[config.mk]
export PLATFORM = sky130hd
export DESIGN_NAME = serial_comparator_seq
export DESIGN_NICKNAME = d
export VERILOG_FILES = /design/src/rtl/serial_comparator_seq.sv
export SDC_FILE = /design/constraint.sdc
export NUM_CORES = 1
export LEC_CHECK = 0
export CAP_MARGIN = 10
export CELL_PAD_IN_SITES_DETAIL_PLACEMENT = 0
export CELL_PAD_IN_SITES_GLOBAL_PLACEMENT = 1
export CORE_ASPECT_RATIO = 0.6
export CORE_MARGIN = 2
export CORE_UTILIZATION = 24
export CTS_BUF_LIST = sky130_fd_sc_hd__clkbuf_8
export CTS_CLUSTER_SIZE = 20
export DETAILED_ROUTE_END_ITERATION = 6
export PLACE_DENSITY_LB_ADDON = 0.3
export SYNTH_ARGS = -nofsm -noshare
export SYNTH_HDL_FRONTEND = slang
export SYNTH_SLANG_ARGS = --single-unit
export TNS_END_PERCENT = 20
[constraint.sdc]
create_clock -name i_w_clk -period 3.5 [get_ports i_w_clk]
set_clock_uncertainty 0.15 [all_clocks]
set_input_delay 0.7 -clock i_w_clk [delete_from_list [all_inputs] [get_ports i_w_clk]]
set_output_delay 0.7 -clock i_w_clk [all_outputs]
set_load 0.1 [all_outputs]
[src/rtl/serial_comparator_seq.sv]
// Bit-serial magnitude comparator sequencer: streams operand bit pairs MSB-first
// through an external 1-bit comparator and folds its verdicts into one result.
module serial_comparator_seq #(
   parameter int WIDTH = 8,
   parameter int CNT_W = $clog2(WIDTH + 1)
) (
   input  logic             i_w_clk,
   input  logic             i_w_rst_n,
   input  logic             i_w_valid,
   output logic             o_w_ready,
   input  logic [WIDTH-1:0] i_w_a,
   input  logic [WIDTH-1:0] i_w_b,
   output logic             o_w_bit_a,
   output logic             o_w_bit_b,
   input  logic             i_w_bit_lt,
   input  logic             i_w_bit_gt,
   input  logic             i_w_bit_eq,
   output logic             o_w_res_valid,
   input  logic             i_w_res_ready,
   output logic             o_w_lt,
   output logic             o_w_gt,
   output logic             o_w_eq,
   output logic             o_w_err,
   output logic [CNT_W-1:0] o_w_cycles
);

   typedef enum logic [1:0] {
      S_IDLE,
      S_SHIFT,
      S_DONE
   } state_t;

   state_t             r_state;
   logic [WIDTH-1:0]   r_sh_a;
   logic [WIDTH-1:0]   r_sh_b;
   logic [CNT_W-1:0]   r_cnt;
   logic [CNT_W-1:0]   r_cyc;
   logic               r_lt;
   logic               r_gt;
   logic               r_eq;
   logic               r_err;
   logic [CNT_W-1:0]   r_cycles;

   logic               w_onehot;
   logic [CNT_W-1:0]   w_cyc_next;

   assign w_onehot   = $onehot({i_w_bit_lt, i_w_bit_gt, i_w_bit_eq});
   assign w_cyc_next = r_cyc + CNT_W'(1);

   always_ff @(posedge i_w_clk) begin
      if (!i_w_rst_n) begin
         r_state  <= S_IDLE;
         r_sh_a   <= '0;
         r_sh_b   <= '0;
         r_cnt    <= '0;
         r_cyc    <= '0;
         r_lt     <= 1'b0;
         r_gt     <= 1'b0;
         r_eq     <= 1'b0;
         r_err    <= 1'b0;
         r_cycles <= '0;
      end else begin
         case (r_state)
            S_IDLE: begin
               if (i_w_valid) begin
                  r_sh_a  <= i_w_a;
                  r_sh_b  <= i_w_b;
                  r_cnt   <= CNT_W'(WIDTH - 1);
                  r_cyc   <= '0;
                  r_state <= S_SHIFT;
               end
            end
            S_SHIFT: begin
               r_cyc <= w_cyc_next;
               // Result registers are only written on the exit to DONE so they
               // stay stable from one handshake to the next.
               if (!w_onehot) begin
                  {r_lt, r_gt, r_eq, r_err} <= 4'b0001;
                  r_cycles <= w_cyc_next;
                  r_state  <= S_DONE;
               end else if (i_w_bit_gt) begin
                  {r_lt, r_gt, r_eq, r_err} <= 4'b0100;
                  r_cycles <= w_cyc_next;
                  r_state  <= S_DONE;
               end else if (i_w_bit_lt) begin
                  {r_lt, r_gt, r_eq, r_err} <= 4'b1000;
                  r_cycles <= w_cyc_next;
                  r_state  <= S_DONE;
               end else if (r_cnt == '0) begin
                  {r_lt, r_gt, r_eq, r_err} <= 4'b0010;
                  r_cycles <= w_cyc_next;
                  r_state  <= S_DONE;
               end else begin
                  r_sh_a <= {r_sh_a[WIDTH-2:0], 1'b0};
                  r_sh_b <= {r_sh_b[WIDTH-2:0], 1'b0};
                  r_cnt  <= r_cnt - CNT_W'(1);
               end
            end
            S_DONE: begin
               if (i_w_res_ready) r_state <= S_IDLE;
            end
            default: r_state <= S_IDLE;
         endcase
      end
   end

   assign o_w_ready     = (r_state == S_IDLE);
   assign o_w_res_valid = (r_state == S_DONE);
   assign o_w_bit_a     = (r_state == S_SHIFT) & r_sh_a[WIDTH-1];
   assign o_w_bit_b     = (r_state == S_SHIFT) & r_sh_b[WIDTH-1];
   assign o_w_lt        = r_lt;
   assign o_w_gt        = r_gt;
   assign o_w_eq        = r_eq;
   assign o_w_err       = r_err;
   assign o_w_cycles    = r_cycles;

endmodule

==> impl_results.md <==
- Post-layout nets: 240
- Endpoints failing setup: 0
- Area of the placeable core: 6060 sq um
- Max transition margin: 59.7%
- Synth top area share: 45.5%
- Cell family contributing the most delay on the critical path: buffers and inverters
- Cell taking the most area after synthesis: sky130_fd_sc_hd__dfxtp_1
- Max-cap viol count: 0
- Reg2Reg Capture Point: o_w_cycles[0]
- Non-Filler Cell Area, Final: 2050 sq um
- Crit share post-route: 88.3%
- Clock Tree Buf Depth: 2
- Mean instance size in the synthesized netlist: 8.74 sq um
- Clock Power Share: 27.1%
- Arrival time at the worst endpoint: 3.16 ns
- Worst r2r path cells: 7
- Setup Slack @ Placement: 0.0974 ns
- Result of the run: complete, no violations
- Complex-gate fraction of the synthesized area: 19.4%
- Pin count of the biggest net entering global routing: 20
- Minimum setup slack in the final design: 0.410 ns
- Critical R2R Launch: r_cnt[0]
- Final Critical Period: 3.09 ns
- Total wire length after detailed routing: 3670 microns
- Overall die width: 106 microns
- Most frequent CP cell: sky130_fd_sc_hd__nor2_1
- Clock sinks: 34
- Chain of cells forming the critical path: clkdlybuf4s50_1 -> fa_1 -> or4b_1 -> a2111oi_4 -> buf_4 -> nor2_1 -> nor2_1
- Relative contribution of combinational cells to total power: 29.8%
- Main combinational cell family by area after synthesis: simple AND/OR/NAND/NOR gates
- Count of filler cells inserted in the layout: 660
- Tot Pwr: 0.00108 W
- WL per Instance: 12.3 microns
- PwrDens: 529 nW/um^2
- Mapped Area: 1500 sq um
- Top_reg_cell synth: sky130_fd_sc_hd__dfxtp_1
- Initial standard-cell utilization of the core: 24.7%
- VDD IR-drop max: 158 uV
- Unrepaired setup endpoints after global routing: no
- CTS hold repair buffers: 0
- Net Count, Synth: 197
- Proportion of register bits with asynchronous set or reset after synthesis: 0%
- Xor/xnor share of the synthesized area: 1.17%
- Cell chosen for the clock root: sky130_fd_sc_hd__clkbuf_8
- Remaining design rule violation count: 0
- Internal cell power: 0.000709 W
- Startpoint of the most critical hold path: o_w_gt
- Max Clock Freq: 324 MHz
- Hold Crit Class: reg2reg
- Global-route wire length before repair: 5980 microns
- Register clock-pin slew on the reported worst setup and hold paths: 0.07 ns
- Number of nets still failing antenna checks after routing: 0
- Part of the Yosys area used for sequential elements: 45.5%
- Crit. End Element: register
- Arithmetic-cell share of the synthesized area counting full adders, half adders and majority gates: 3.01%
- Overflow after GRT: 0
- Global placement routability congestion: 0.750
- Routed vias/inst: 4.43
- Row Count: 22
- Count of buffering cells on the critical path with inverters included: 2
- CP Data Required Time: 3.57 ns
- Worst hold path depth: 2
- Resized Gates After CTS: 0
- Net load switching power: 0.000374 W
- Port bufs: 34
- Endpoints failing hold: 0
- Fraction of layout instances using a drive strength above 1: 15.8%
- Layout overhead on the synthesized area: 36.8%
- Number of antenna violations at the first check in global routing: 0
- Sequential power share: 43.1%
- Total of flip-flops plus latches after synthesis: 34
- Sw Share: 34.5%
- Routed via count: 1324
- Slew at the pin closest to its max-slew limit: 0.603 ns
- Flop-to-flop setup slack: 1.51 ns
- Vertical extent of the die: 65.1 microns
- Startpoint of the most critical setup path: i_w_bit_lt
- Number of global-route vias before repair: 1242
- Synthesized instance count: 171
- Number of setup buffers added after CTS: 0
- Number of synthesized flops with an enable pin: 0
- Leakage power: 0.792 nW
- Mux contribution to synthesized area: 1.34%
- Number of H-tree levels: 2
- Hold_ws: 0.311 ns
- Warnings from Yosys: 0
- Worst min-delay path endpoint: o_w_gt
- CTS tree: built
- Worst stage delay on the critical path: 0.57 ns
- Detailed placer's ending HPWL: 2680 microns
- Final count of pins violating max slew: 0
- Overall track demand over capacity in global routing: 11.2%
- First-iteration detailed-routing DRC count: 57
- Ant. Diodes: 0
- Simple-gate share of the synthesized area: 25.2%
- Setup TNS: 0 ns
- Number of I/O pins: 35
- Element type at the critical path start: input port
- Cell type of the slowest stage on the worst timing path: sky130_fd_sc_hd__fa_1
- Area of the die: 6900 sq um
- Biggest fanout along the worst timing path: 7
- Biggest area contributors in the synthesized netlist: sky130_fd_sc_hd__dfxtp_1, sky130_fd_sc_hd__nor2_1, sky130_fd_sc_hd__o221ai_1
- Number of buffers created by CTS: 5
- Start-to-end type of the worst setup path: in2reg
- Netlist cell types: 37
- Insertion delay of the later-clocked pin in the worst-skew pair: 0.28 ns
- Pre-Repair DR Iteration Count: 4
- Instance area after placement: 1950 sq um
[final cells by class]
cell class / count / area [sq um] / share of cell area [%]
multi-input cells: 122 / 749 / 36.6
flip-flops and latches: 34 / 681 / 33.3
repair buffers: 46 / 400 / 19.6
well taps: 84 / 105 / 5.14
clock buffers: 6 / 82.6 / 4.04
inverters: 5 / 18.8 / 0.917
clock inverters: 2 / 8.76 / 0.428
[per-layer routing]
| layer | track usage (%) | vias up | part of all wire [%] |
|---|---|---|---|
| li1 | - | 693 | - |
| met1 | 16.6 | 607 | 55 |
| met2 | 14.9 | 19 | 40 |
| met3 | 3.67 | 5 | 4.3 |
| met4 | 3.95 | 0 | 1.2 |
| met5 | 0 | - | 0 |
[Yosys cell counts (2+ instances only)]
cell / n
sky130_fd_sc_hd__a211oi_1: 3
sky130_fd_sc_hd__ha_1: 2
sky130_fd_sc_hd__nor3_1: 2
sky130_fd_sc_hd__o21ai_0: 4
sky130_fd_sc_hd__nand3_1: 4
sky130_fd_sc_hd__nor2b_1: 3
sky130_fd_sc_hd__a21oi_1: 8
sky130_fd_sc_hd__dfxtp_1: 34
sky130_fd_sc_hd__xnor2_1: 2
sky130_fd_sc_hd__clkbuf_1: 8
sky130_fd_sc_hd__nor2_1: 40
sky130_fd_sc_hd__inv_1: 4
sky130_fd_sc_hd__and2_1: 3
sky130_fd_sc_hd__nand2_1: 9
sky130_fd_sc_hd__mux2i_1: 2
sky130_fd_sc_hd__nand2b_1: 5
sky130_fd_sc_hd__nor3b_1: 3
sky130_fd_sc_hd__o221ai_1: 14
sky130_fd_sc_hd__a22oi_1: 3
[placed cells by master (no fill, tap or decap)]
cell type and n:
sky130_fd_sc_hd__a21boi_1 1, sky130_fd_sc_hd__ha_1 2, sky130_fd_sc_hd__clkinv_2 1, sky130_fd_sc_hd__a221oi_1 1
sky130_fd_sc_hd__dfxtp_1 34, sky130_fd_sc_hd__a22oi_1 3, sky130_fd_sc_hd__or4b_1 1, sky130_fd_sc_hd__nor4b_1 1
sky130_fd_sc_hd__o21ai_0 4, sky130_fd_sc_hd__mux2i_1 2, sky130_fd_sc_hd__o221a_1 1, sky130_fd_sc_hd__a211oi_1 3
sky130_fd_sc_hd__or2_2 1, sky130_fd_sc_hd__nor3b_1 3, sky130_fd_sc_hd__nand4b_1 1, sky130_fd_sc_hd__nand2_1 9
sky130_fd_sc_hd__clkinv_1 1, sky130_fd_sc_hd__nand2b_1 5, sky130_fd_sc_hd__nor3_1 2, sky130_fd_sc_hd__clkbuf_8 6
sky130_fd_sc_hd__or3_1 1, sky130_fd_sc_hd__a2111oi_4 1, sky130_fd_sc_hd__nor2_1 40, sky130_fd_sc_hd__and2_1 3
sky130_fd_sc_hd__or3b_2 1, sky130_fd_sc_hd__and3_1 1, sky130_fd_sc_hd__nand3_1 4, sky130_fd_sc_hd__fa_1 1
sky130_fd_sc_hd__o31ai_1 1, sky130_fd_sc_hd__o221ai_1 14, sky130_fd_sc_hd__nand4_1 1, sky130_fd_sc_hd__clkdlybuf4s50_1 22
sky130_fd_sc_hd__a21oi_1 8, sky130_fd_sc_hd__xnor2_1 2, sky130_fd_sc_hd__buf_4 24, sky130_fd_sc_hd__nor2b_1 3
sky130_fd_sc_hd__inv_1 5, sky130_fd_sc_hd__nor4bb_1 1
[worst min-delay path, stage by stage, from the launching register on]
cell and delay (ns):
sky130_fd_sc_hd__dfxtp_1 0.31, sky130_fd_sc_hd__nand2_1 0.05, sky130_fd_sc_hd__a21oi_1 0.05
[sequential cells by signal (all words and copies together), names as in the netlist]
name        flops
o_w_err         1
r_sh_b          8
r_cyc           4
r_sh_a          8
o_w_lt          1
r_cnt           4
o_w_gt          1
o_w_eq          1
r_state         2
o_w_cycles      4
[metrics by stage]
stage	util, %	instances
floorplan	-	171
global route	33.8	299
CTS	33.8	299
detailed placement	32.3	291
global placement	32.3	291
finish	33.8	299
[cell families (layout without fill, tap and decap cells)]
logic type      count (synthesis)  after routing
simple gates                   78             78
compound gates                 37             37
flops                          34             34
buf+inv                        15             59
fa+ha+maj                       3              3
xor+xnor                        2              2
mux                             2              2
[worst max path at each step]
stage,slack [ns],cells past startpoint,endpoint
floorplan,0.62,6,r_cnt[3]
global placement,0.12,7,r_sh_a[2]
detailed placement,0.1,7,r_sh_a[4]
CTS,0.37,7,r_sh_b[1]
global route,0.25,7,r_sh_b[2]
finish,0.41,7,r_sh_a[4]
[power groups by stage]
stage,sequential (W),combinational (W),clock (W)
5_1_grt,0.000473,0.000351,0.000325
4_1_cts,0.000467,0.000325,0.000302
6_report,0.000467,0.000323,0.000293
3_5_place_dp,0.000475,0.000324,0
2_1_floorplan,0.000517,0.000182,0
3_3_place_gp,0.000476,0.000323,0
No activity file was read; power rests on OpenSTA's default activity.
